### src/rtl/uart_cfg_pkg.sv
// uart_cfg_pkg: shared types and lookups for the UART configuration decoder
// Holds the parser state encoding, the baud table with its divisor function,
// the data-width and stop-length decoders, and the ack response codes.
package uart_cfg_pkg;
  typedef enum logic [2:0] {S_H0, S_H1, S_CH, S_CHI, S_CLO, S_CKS, S_TAIL} state_t;
  localparam int BAUD_TAB [16] = '{110, 300, 600, 1200, 2400, 4800, 9600, 14400,
                                   19200, 38400, 43000, 56000, 57600, 115200, 128000, 256000};
  localparam logic [7:0] ACK_OK  = 8'hAC;
  localparam logic [7:0] ACK_CKS = 8'hE1;
  localparam logic [7:0] ACK_CH  = 8'hE2;
  localparam logic [7:0] ACK_TO  = 8'hE3;
  // Each entry divides by a constant, so this folds to a 16-way constant mux.
  function automatic logic [15:0] bps_div_of(input int clk_hz, input logic [3:0] sel);
    logic [15:0] r;
    r = '0;
    for (int k = 0; k < 16; k++) if (sel == 4'(k)) r = 16'(clk_hz / (16 * BAUD_TAB[k]));
    return r;
  endfunction
  function automatic logic [3:0] data_size_of(input logic [1:0] f);
    return 4'd5 + {2'b00, f};
  endfunction
  function automatic logic [5:0] stop_size_of(input logic [1:0] f);
    return f == 2'd1 ? 6'd24 : f == 2'd2 ? 6'd32 : 6'd16;
  endfunction
endpackage

### src/rtl/uart_cfg_channel.sv
// uart_cfg_channel: per-channel pending config with busy-gated apply
// Ports: i_clk, i_rst_n (async active-low); i_load accepts i_cfg into pending;
// i_busy holds off apply; o_bps_div/o_data_size/o_stop_size/o_parity_mode are
// the live config; o_cfg_update pulses the cycle the live config is loaded.
module uart_cfg_channel import uart_cfg_pkg::*; #(
  parameter int CLK_HZ = 50000000,
  parameter int DEFAULT_BAUD_SEL = 6
) (
  input  logic        i_clk,
  input  logic        i_rst_n,
  input  logic        i_load,
  input  logic        i_busy,
  input  logic [27:0] i_cfg,
  output logic [15:0] o_bps_div,
  output logic [3:0]  o_data_size,
  output logic [5:0]  o_stop_size,
  output logic [1:0]  o_parity_mode,
  output logic        o_cfg_update
);
  localparam logic [27:0] DEF = {bps_div_of(CLK_HZ, 4'(DEFAULT_BAUD_SEL)), 4'd8, 6'd16, 2'd0};
  logic [27:0] r_pcfg, r_cfg;
  logic r_pend, r_upd;
  logic w_pend, w_apply;
  logic [27:0] w_next;
  // A fresh accept bypasses the pending register so it can apply the same cycle.
  assign w_pend  = r_pend | i_load;
  assign w_apply = w_pend & ~i_busy;
  assign w_next  = i_load ? i_cfg : r_pcfg;
  always_ff @(posedge i_clk or negedge i_rst_n)
    if (!i_rst_n) begin
      r_pcfg <= DEF;
      r_cfg  <= DEF;
      r_pend <= 1'b0;
      r_upd  <= 1'b0;
    end else begin
      if (i_load) r_pcfg <= i_cfg;
      r_pend <= w_pend & i_busy;
      r_upd  <= w_apply;
      if (w_apply) r_cfg <= w_next;
    end
  assign {o_bps_div, o_data_size, o_stop_size, o_parity_mode} = r_cfg;
  assign o_cfg_update = r_upd;
endmodule

### src/rtl/uart_cfg_mux_decoder.sv
// uart_cfg_mux_decoder: framed UART config command parser for NUM_CH channels
// Ports: i_clk, i_rst_n (async active-low); i_rx_data/i_rx_valid byte stream;
// i_ch_busy per-channel hold-off; i_err_clear clears sticky errors;
// o_bps_div/o_data_size/o_stop_size/o_parity_mode packed per channel;
// o_cfg_update per-channel pulse; o_frame_ok accept pulse; o_err_* sticky flags.
// Option UART_CFG_ACK_EN adds o_ack_data/o_ack_valid/i_ack_ready response port.
module uart_cfg_mux_decoder import uart_cfg_pkg::*; #(
  parameter int NUM_CH = 4,
  parameter int CLK_HZ = 50000000,
  parameter int DEFAULT_BAUD_SEL = 6,
  parameter int TIMEOUT_CYC = 1000000,
  parameter logic [7:0] HDR0 = 8'hAA,
  parameter logic [7:0] HDR1 = 8'h55,
  parameter logic [7:0] TAIL = 8'h55
) (
  input  logic                  i_clk,
  input  logic                  i_rst_n,
  input  logic [7:0]            i_rx_data,
  input  logic                  i_rx_valid,
  input  logic [NUM_CH-1:0]     i_ch_busy,
  input  logic                  i_err_clear,
  output logic [16*NUM_CH-1:0]  o_bps_div,
  output logic [4*NUM_CH-1:0]   o_data_size,
  output logic [6*NUM_CH-1:0]   o_stop_size,
  output logic [2*NUM_CH-1:0]   o_parity_mode,
  output logic [NUM_CH-1:0]     o_cfg_update,
  output logic                  o_frame_ok,
  output logic                  o_err_checksum,
  output logic                  o_err_channel,
  output logic                  o_err_timeout
`ifdef UART_CFG_ACK_EN
  ,
  output logic [7:0]            o_ack_data,
  output logic                  o_ack_valid,
  input  logic                  i_ack_ready
`endif
);
  localparam int TW = $clog2(TIMEOUT_CYC + 1);
  state_t r_st, w_nxt;
  logic [7:0] r_ch, r_hi, r_lo, r_cks;
  logic [TW-1:0] r_tcnt;
  logic r_frame_ok, r_err_cks, r_err_ch, r_err_to;
  logic w_tail, w_cks_ok, w_ch_ok, w_acc, w_set_cks, w_set_ch, w_to;
  logic [27:0] w_cfg;
  assign w_tail    = i_rx_valid && r_st == S_TAIL && i_rx_data == TAIL;
  assign w_cks_ok  = 8'(r_ch + r_hi + r_lo) == r_cks;
  assign w_ch_ok   = r_ch < 8'(NUM_CH);
  assign w_acc     = w_tail && w_cks_ok && w_ch_ok;
  assign w_set_cks = w_tail && !w_cks_ok;
  assign w_set_ch  = w_tail && w_cks_ok && !w_ch_ok;
  assign w_to      = r_st != S_H0 && !i_rx_valid && r_tcnt == TW'(TIMEOUT_CYC - 1);
  assign w_cfg     = {bps_div_of(CLK_HZ, r_hi[3:0]), data_size_of(r_lo[5:4]),
                      stop_size_of(r_lo[3:2]), r_lo[1:0]};
  // HDR0 seen where HDR1 or TAIL was expected may start a new frame.
  always_comb
    w_nxt = r_st == S_H0   ? (i_rx_data == HDR0 ? S_H1 : S_H0) :
            r_st == S_H1   ? (i_rx_data == HDR1 ? S_CH : i_rx_data == HDR0 ? S_H1 : S_H0) :
            r_st == S_TAIL ? (i_rx_data == TAIL ? S_H0 : i_rx_data == HDR0 ? S_H1 : S_H0) :
                             state_t'(r_st + 3'd1);
  always_ff @(posedge i_clk or negedge i_rst_n)
    if (!i_rst_n) begin
      r_st       <= S_H0;
      r_ch       <= '0;
      r_hi       <= '0;
      r_lo       <= '0;
      r_cks      <= '0;
      r_tcnt     <= '0;
      r_frame_ok <= 1'b0;
      r_err_cks  <= 1'b0;
      r_err_ch   <= 1'b0;
      r_err_to   <= 1'b0;
    end else begin
      r_st <= w_to ? S_H0 : i_rx_valid ? w_nxt : r_st;
      if (i_rx_valid && r_st == S_CH) r_ch <= i_rx_data;
      if (i_rx_valid && r_st == S_CHI) r_hi <= i_rx_data;
      if (i_rx_valid && r_st == S_CLO) r_lo <= i_rx_data;
      if (i_rx_valid && r_st == S_CKS) r_cks <= i_rx_data;
      r_tcnt     <= (i_rx_valid || r_st == S_H0) ? '0 : r_tcnt + 1'b1;
      r_frame_ok <= w_acc;
      r_err_cks  <= w_set_cks | (r_err_cks & ~i_err_clear);
      r_err_ch   <= w_set_ch | (r_err_ch & ~i_err_clear);
      r_err_to   <= w_to | (r_err_to & ~i_err_clear);
    end
  assign o_frame_ok     = r_frame_ok;
  assign o_err_checksum = r_err_cks;
  assign o_err_channel  = r_err_ch;
  assign o_err_timeout  = r_err_to;
  for (genvar i = 0; i < NUM_CH; i++) begin : g_ch
    uart_cfg_channel #(.CLK_HZ(CLK_HZ), .DEFAULT_BAUD_SEL(DEFAULT_BAUD_SEL)) u_ch (
      .i_clk(i_clk),
      .i_rst_n(i_rst_n),
      .i_load(w_acc && r_ch == 8'(i)),
      .i_busy(i_ch_busy[i]),
      .i_cfg(w_cfg),
      .o_bps_div(o_bps_div[16*i +: 16]),
      .o_data_size(o_data_size[4*i +: 4]),
      .o_stop_size(o_stop_size[6*i +: 6]),
      .o_parity_mode(o_parity_mode[2*i +: 2]),
      .o_cfg_update(o_cfg_update[i])
    );
  end
`ifdef UART_CFG_ACK_EN
  logic [7:0] r_ack_data;
  logic r_ack_valid;
  logic w_ack_evt;
  logic [7:0] w_ack_code;
  assign w_ack_evt  = w_acc | w_set_cks | w_set_ch | w_to;
  assign w_ack_code = w_to ? ACK_TO : w_acc ? ACK_OK : w_set_cks ? ACK_CKS : ACK_CH;
  // Newest response overwrites an unconsumed one.
  always_ff @(posedge i_clk or negedge i_rst_n)
    if (!i_rst_n) begin
      r_ack_data  <= '0;
      r_ack_valid <= 1'b0;
    end else if (w_ack_evt) begin
      r_ack_data  <= w_ack_code;
      r_ack_valid <= 1'b1;
    end else if (i_ack_ready) begin
      r_ack_valid <= 1'b0;
    end
  assign o_ack_data  = r_ack_data;
  assign o_ack_valid = r_ack_valid;
`endif
endmodule

### config.mk
export PLATFORM = sky130hd
export DESIGN_NAME = uart_cfg_mux_decoder
export DESIGN_NICKNAME = d
export VERILOG_FILES = /design/src/rtl/uart_cfg_pkg.sv /design/src/rtl/uart_cfg_channel.sv /design/src/rtl/uart_cfg_mux_decoder.sv
export SDC_FILE = /design/constraint.sdc
export NUM_CORES = 1
export LEC_CHECK = 0
export BUFFER_PORTS_ARGS = -buffer_cell sky130_fd_sc_hd__buf_2
export CAP_MARGIN = 10
export CORE_MARGIN = 1.5
export CORE_UTILIZATION = 50
export DETAILED_ROUTE_END_ITERATION = 6
export PLACE_DENSITY = 0.75
export SETUP_SLACK_MARGIN = 0.15
export SYNTH_ARGS = -nofsm -noshare
export SYNTH_HDL_FRONTEND = slang
export SYNTH_SLANG_ARGS = --single-unit
### constraint.sdc
create_clock -name i_clk -period 4.62 [get_ports i_clk]
set_input_delay 0.693 -clock i_clk [delete_from_list [all_inputs] [get_ports i_clk]]
set_output_delay 0.693 -clock i_clk [all_outputs]
set_load 0.1 [all_outputs]
# ---- After elaboration in Yosys (flattened, before gate mapping)
# Cells that the tools add are included.
dict set report classes {
  n_reduce_logical 25
  bitwise_logic 23
  n_mux 31
  magnitude_cmp 1
  add_sub_neg 5
  n_eq_ne 30
}
# cell n
set ops {}
lappend ops {{$mux W16} 14}
lappend ops {{$mux W28} 4}
lappend ops {{$eq A4 B4 Y1 const B} 8}
lappend ops {{$mux W15} 2}
lappend ops {{$add A20 B1 Y20 const B} 1}
lappend ops {{$eq A20 B20 Y1 const B} 1}
lappend ops {{$mux W20} 1}
lappend ops {{$mux W3} 6}
lappend ops {{$add A8 B8 Y8} 2}
lappend ops {{$eq A4 B3 Y1 const B} 4}
lappend ops {{$eq A8 B2 Y1 const B} 2}
lappend ops {{$logic_and A1 B1 Y1} 16}
lappend ops {{$mux W6} 2}
lappend ops {{$and A1 B1 Y1} 11}
lappend ops {{$eq A3 B3 Y1 const B} 3}
lappend ops {{$eq A4 B2 Y1 const B} 2}
lappend ops {{$eq A8 B1 Y1 const B} 1}
lappend ops {{$eq A8 B7 Y1 const B} 1}
lappend ops {{$eq A8 B8 Y1} 1}
lappend ops {{$eq A8 B8 Y1 const B} 1}
lappend ops {{$logic_not A8 Y1} 1}
lappend ops {{$lt A8 B3 Y1 const B} 1}
lappend ops {{$or A1 B1 Y1} 7}
lappend ops {{$eq A3 B2 Y1 const B} 2}
lappend ops {{14 further kinds} 21}
dict set report totals {
  register_bits 291
  input_bits 16
  out_inout_bits 120
  wordCells 141
}

# ---- Longest topological paths before layout
dict set report logic_depth {
  depth_word 18
  depth_mapped 14
  depth_no_buf 13
}

# ---- Hierarchy
# From an unflattened synthesis, not the netlist that was laid out.
dict set report unflattened {
  hier_cells 1127
  hier_area_um2 14276.2
}
# module area_each_um2 cells_per_inst n_inst seq_area_each_um2
set modules_own_cells {}
lappend modules_own_cells {uart_cfg_channel 2686.3 198 4 1466.4}
lappend modules_own_cells {uart_cfg_mux_decoder 3530.9 335 1 1476.4}

# ---- Least setup slack after synthesis
# Ideal clock, no wire load.
dict set report synth_path {
  kind {reg-to-reg}
  startpoint {reg r_ch[1]}
  endpoint {reg g_ch[3].u_ch.r_pcfg[13]}
  t_required_ns 4.495
  setup_slack_ns 0.991
  setup_time_ns 0.125
  t_arrival_ns 3.503
  path_stages_with_launch 12
  path_cell_list {dfrtp_1 -> fa_1 -> ha_1 -> fa_1 -> xnor2_1 -> nand3_1 -> nor4_4 -> nand2_1 -> or4_4 -> buf_6 -> buf_6 -> mux2_4}
}
dict set report synth_between {
  elab_chain_cells 7
  word_cells_on_any_way 9
  cone_classes {add/sub (2); order compare (1); eq/ne (2); mux (1); reduce/logical (3)}
}
# item line
set synth_lines {}
lappend synth_lines {{from (decl)} uart_cfg_mux_decoder.sv:40} ;# logic [7:0] r_ch, r_hi, r_lo, r_cks;
lappend synth_lines {{from (signal assigned)} uart_cfg_mux_decoder.sv:74} ;# if (i_rx_valid && r_st == S_CH) r_ch <= i_rx_data;
lappend synth_lines {{$add A8 B8 Y8 (2 in a row)} uart_cfg_mux_decoder.sv:46} ;# assign w_cks_ok = 8'(r_ch + r_hi + r_lo) == r_cks;
lappend synth_lines {{$eq A8 B8 Y1} uart_cfg_mux_decoder.sv:46}
lappend synth_lines {{$logic_and A1 B1 Y1 (2 in a row)} uart_cfg_mux_decoder.sv:48} ;# assign w_acc = w_tail && w_cks_ok && w_ch_ok;
lappend synth_lines {{$logic_and A1 B1 Y1 *} uart_cfg_mux_decoder.sv:92} ;# .i_load(w_acc && r_ch == 8'(i)),
lappend synth_lines {{$mux W28 *} --}
lappend synth_lines {{net g_ch[3].u_ch.w_next[13]} uart_cfg_channel.sv:24} ;# logic [27:0] w_next;
lappend synth_lines {{to (signal assigned)} uart_cfg_channel.sv:36} ;# if (i_load) r_pcfg <= i_cfg;
lappend synth_lines {{to (decl)} uart_cfg_channel.sv:21} ;# logic [27:0] r_pcfg, r_cfg;
# The timed path passes the listed nets; every way through them passes the cells marked *.
# A chain may end at the register's enable or synchronous reset.

# ---- Worst setup path after layout
dict set report layout_path {
  startpoint {reg r_lo[1]}
  endpoint {reg g_ch[1].u_ch.r_cfg[7]}
}
dict set report layout_between {
  elab_chain_cells 7
  word_cells_on_any_way 8
  cone_classes {add/sub (1); eq/ne (1); mux (1); bitwise (2); reduce/logical (3)}
}
# item line
set layout_lines {}
lappend layout_lines {{from (decl)} uart_cfg_mux_decoder.sv:40}
lappend layout_lines {{from (signal assigned)} uart_cfg_mux_decoder.sv:76} ;# if (i_rx_valid && r_st == S_CLO) r_lo <= i_rx_data;
lappend layout_lines {{$add A8 B8 Y8 *} uart_cfg_mux_decoder.sv:46}
lappend layout_lines {{$eq A8 B8 Y1 *} uart_cfg_mux_decoder.sv:46}
lappend layout_lines {{$logic_and A1 B1 Y1 * (2 in a row)} uart_cfg_mux_decoder.sv:48}
lappend layout_lines {{$logic_and A1 B1 Y1 *} uart_cfg_mux_decoder.sv:92}
lappend layout_lines {{$or A1 B1 Y1} uart_cfg_channel.sv:26} ;# assign w_pend = r_pend | i_load;
lappend layout_lines {{$and A1 B1 Y1} uart_cfg_channel.sv:27} ;# assign w_apply = w_pend & ~i_busy;
lappend layout_lines {{to (signal assigned)} uart_cfg_channel.sv:39} ;# if (w_apply) r_cfg <= w_next;
lappend layout_lines {{to (decl)} uart_cfg_channel.sv:21}
# Mark *: on every way between the ends. The rest lies on a longest branch, timed or not.

==> flow_summary.ini <==
[worst_setup_path]
worstSetupStartpointType = flip-flop
cpMaxStageDelayCell = or4_4
crit_type = reg2reg
cp_max_fo = 28
crit_family = simple AND/OR/NAND/NOR gates
cp.required_ns = 5.09
path_common_cell = fa_1
path_cells = fa_1 > ha_1 > fa_1 > xnor2_1 > nand3_1 > nor4_4 > nand2_1 > or4_4 > a21o_4 > clkinv_8 > a2bb2oi_1
cp.arrival_ns = 4.57
critical_path_buf_inv_count = 1
slowest_delay_ns = 0.70
cp-end-kind = flip-flop

[yosys]
synth.avg_cell_area_um2 = 12.18
synth_top_area_share_pct = 46.26
syn_inst = 1079
synthFlopType = dfrtp_1
ys_seq_area_share_pct = 55.85
syn-num-nets = 1112
ys_top_cells_by_area = dfrtp_1 (46%), dfstp_2 (9.6%), a2bb2oi_2 (6.5%), mux2_2 (4.7%), o22ai_1 (4.5%)
synth_edf_count = 0
synth_seq_cells = 291
yosysTopAreaCell = dfrtp_1
yosysWarnings = 0
syn_area_um2 = 13150
ys_types = 71
async_flop_share_pct = 100.0

[detailed_routing]
drt_iter0_drc = 880
wl_per_cell_um = 20.93
viasPerCell = 5.929
ant_nets = 0
drc_errors = 0
vias = 9261
drt-total-wl_um = 32690
firstDrtPassIters = 5

[sta]
slew_headroom_pct = 14.65
finalSetupViolations = 0
setup_slack_ns = 0.5194
hold_viol = 0
fin_crit_sh_pct = 88.76
fmax_mhz = 243.9
setup_tns_ns = 0
min_period_ns = 4.101
report.final.slew_viol_count = 0
holdWs_ns = 0.2105
tightestPinTransition_ns = 1.267
rsz0062_at_grt = false
clock_skew_ns = 0.02695

[hold_path]
min_path_type = in2async

[clock_tree]
cts_tree = done
cts_resized = 0
cts_root_buf = clkbuf_16
clock_sinks = 291
cts_buffers = 30
htreeDepth = 1
postCtsSetupBuffers = 0
clkTransAtPathRegs_ns = 0.07
cts_hold_buf = 0
clkLatencyLatePin_ns = 0.57
clockBufferDepth = 3

[place]
place_area_um2 = 14070
pre_cts_slack_ns = 0.5356
dpl.hpwl_um = 21910
place.gp.congestion = 0.9192
dp.cells = 1505
portBuffers = 135

[grt]
grt_pass1_vias = 8868
grt_first_pass_wirelength_um = 51000
grt_use_total_pct = 24.41
grt_max_degree = 140
antenna_found_initial = 0
overflow = 0

[pwr]
power_mw = 6.354
leakage_nw = 6.906
ir_worst_vdd_mv = 0.3593
powerDensity_nw_per_um2 = 421.4

[cells_and_area]
final_core_util_pct = 58.20
drive_gt1_share_pct = 32.46
nets = 1235
final_cells = 1562
area_delta_synth_final_pct = 14.72
fillCellCount = 2051
fin_area_um2 = 15080

[run_status]
status = finished clean

[die]
core_um2 = 25910
start_util_pct = 50.73
die_area_um2 = 27270
core.rowCount = 59
die_x_um = 165.1
fp.dieH_um = 165.1
ioPinCount = 136

[run]
cap_violations = 0
==> cells in the mapped netlist, drive strengths merged, types with 3 or more instances <==
master,count
nor2,45
and3,7
o22ai,95
a21oi,21
a2bb2oi,95
xnor2,11
nand4,10
nand2b,7
a21o,7
a211oi,4
inv,22
a32o,8
ha,9
or4,3
a22o,9
mux2,58
and2,17
nand2,114
or3,6
nor2b,9
o21ai,74
o41ai,4
fa,8
nor3,9
dfstp,48
clkinv,6
clkbuf,38
nor4,4
dfrtp,243
nand3,15
buf,31
xor2,18
==> area by class of cell <==
| type | count | area (um2) | area share [%] |
|---|---|---|---|
| diodes | 1 | 2.502 | 0.01659 |
| clock buffers | 46 | 870.8 | 5.775 |
| multi-input cells | 691 | 5300 | 35.15 |
| repair buffers | 160 | 885.9 | 5.875 |
| well taps | 335 | 419.2 | 2.780 |
| flip-flops and latches | 291 | 7342 | 48.69 |
| clock inverters | 10 | 136.4 | 0.9044 |
| inverters | 28 | 122.6 | 0.8131 |
==> report_power, final <==
part	switching, mW	leakage, nW	internal (mW)
Clock	1.01	0.481	1.42
Sequential	0.0828	3.72	2.68
Combinational	0.967	2.71	0.196
==> registers in the layout, summed over array words and instances (netlist names), 3 cells and up <==
register                count
g_ch.u_ch.r_pcfg          112
r_st                        3
r_lo                        8
r_ch                        8
g_ch.u_ch.o_cfg_update      4
g_ch.u_ch.r_cfg           112
r_cks                       8
r_hi                        8
g_ch.u_ch.r_pend            4
r_tcnt                     20
==> metal layers <==
metal	up-vias	GRT usage (%)	wire, um
met4	0	8.681	1272
met2	339	36.23	14380
met3	64	3.971	2226
li1	4199	-	-
met5	-	0	0
met1	4659	36.23	14810
==> placed cells by master, fill, tap and decap left out, types with 10 or more instances in the layout <==
| cell | count |
|---|---|
| a21oi_1 | 20 |
| a2bb2oi_1 | 38 |
| a2bb2oi_2 | 57 |
| and2_1 | 17 |
| buf_2 | 134 |
| buf_4 | 24 |
| clkbuf_1 | 10 |
| clkbuf_16 | 30 |
| dfrtp_1 | 243 |
| dfstp_2 | 48 |
| inv_1 | 19 |
| mux2_2 | 55 |
| nand2_1 | 114 |
| nand3_1 | 15 |
| nor2_1 | 42 |
| o21ai_0 | 70 |
| o22ai_1 | 95 |
| xnor2_1 | 11 |
| xor2_1 | 17 |
==> worst paths after layout <==
kind	slack (ns)	to	startpoint	depth (start not counted)
hold reg to reg	0.46	g_ch[2].u_ch.r_pcfg[11]$_DFF_PN1_	g_ch[2].u_ch.r_pcfg[11]$_DFF_PN1_	2
min in group i_clk	0.35	o_err_channel$_DFF_PN0_	i_err_clear	2
setup reg to reg	0.52	g_ch[1].u_ch.r_cfg[7]$_DFFE_PN0P_	r_lo[1]$_DFFE_PN0P_	11
hold / removal	0.21	g_ch[3].u_ch.o_cfg_update$_DFF_PN0_	i_rst_n	1
setup / recovery	0.52	g_ch[1].u_ch.r_cfg[7]$_DFFE_PN0P_	r_lo[1]$_DFFE_PN0P_	11
max in group asynchronous	3.27	g_ch[0].u_ch.r_pcfg[18]$_DFF_PN1_	i_rst_n	2
==> kinds of logic after synthesis <==
kind of cell    count (synthesis)  share of synthesized area, %
compound gates                332                         21.14
xor+xnor                       30                         2.246
fa+ha+maj                      17                         2.075
buf+inv                        97                         3.941
flops                         291                         55.85
mux                            58                         5.054
simple gates                  254                         9.690
(Power assumes the default switching activity.)
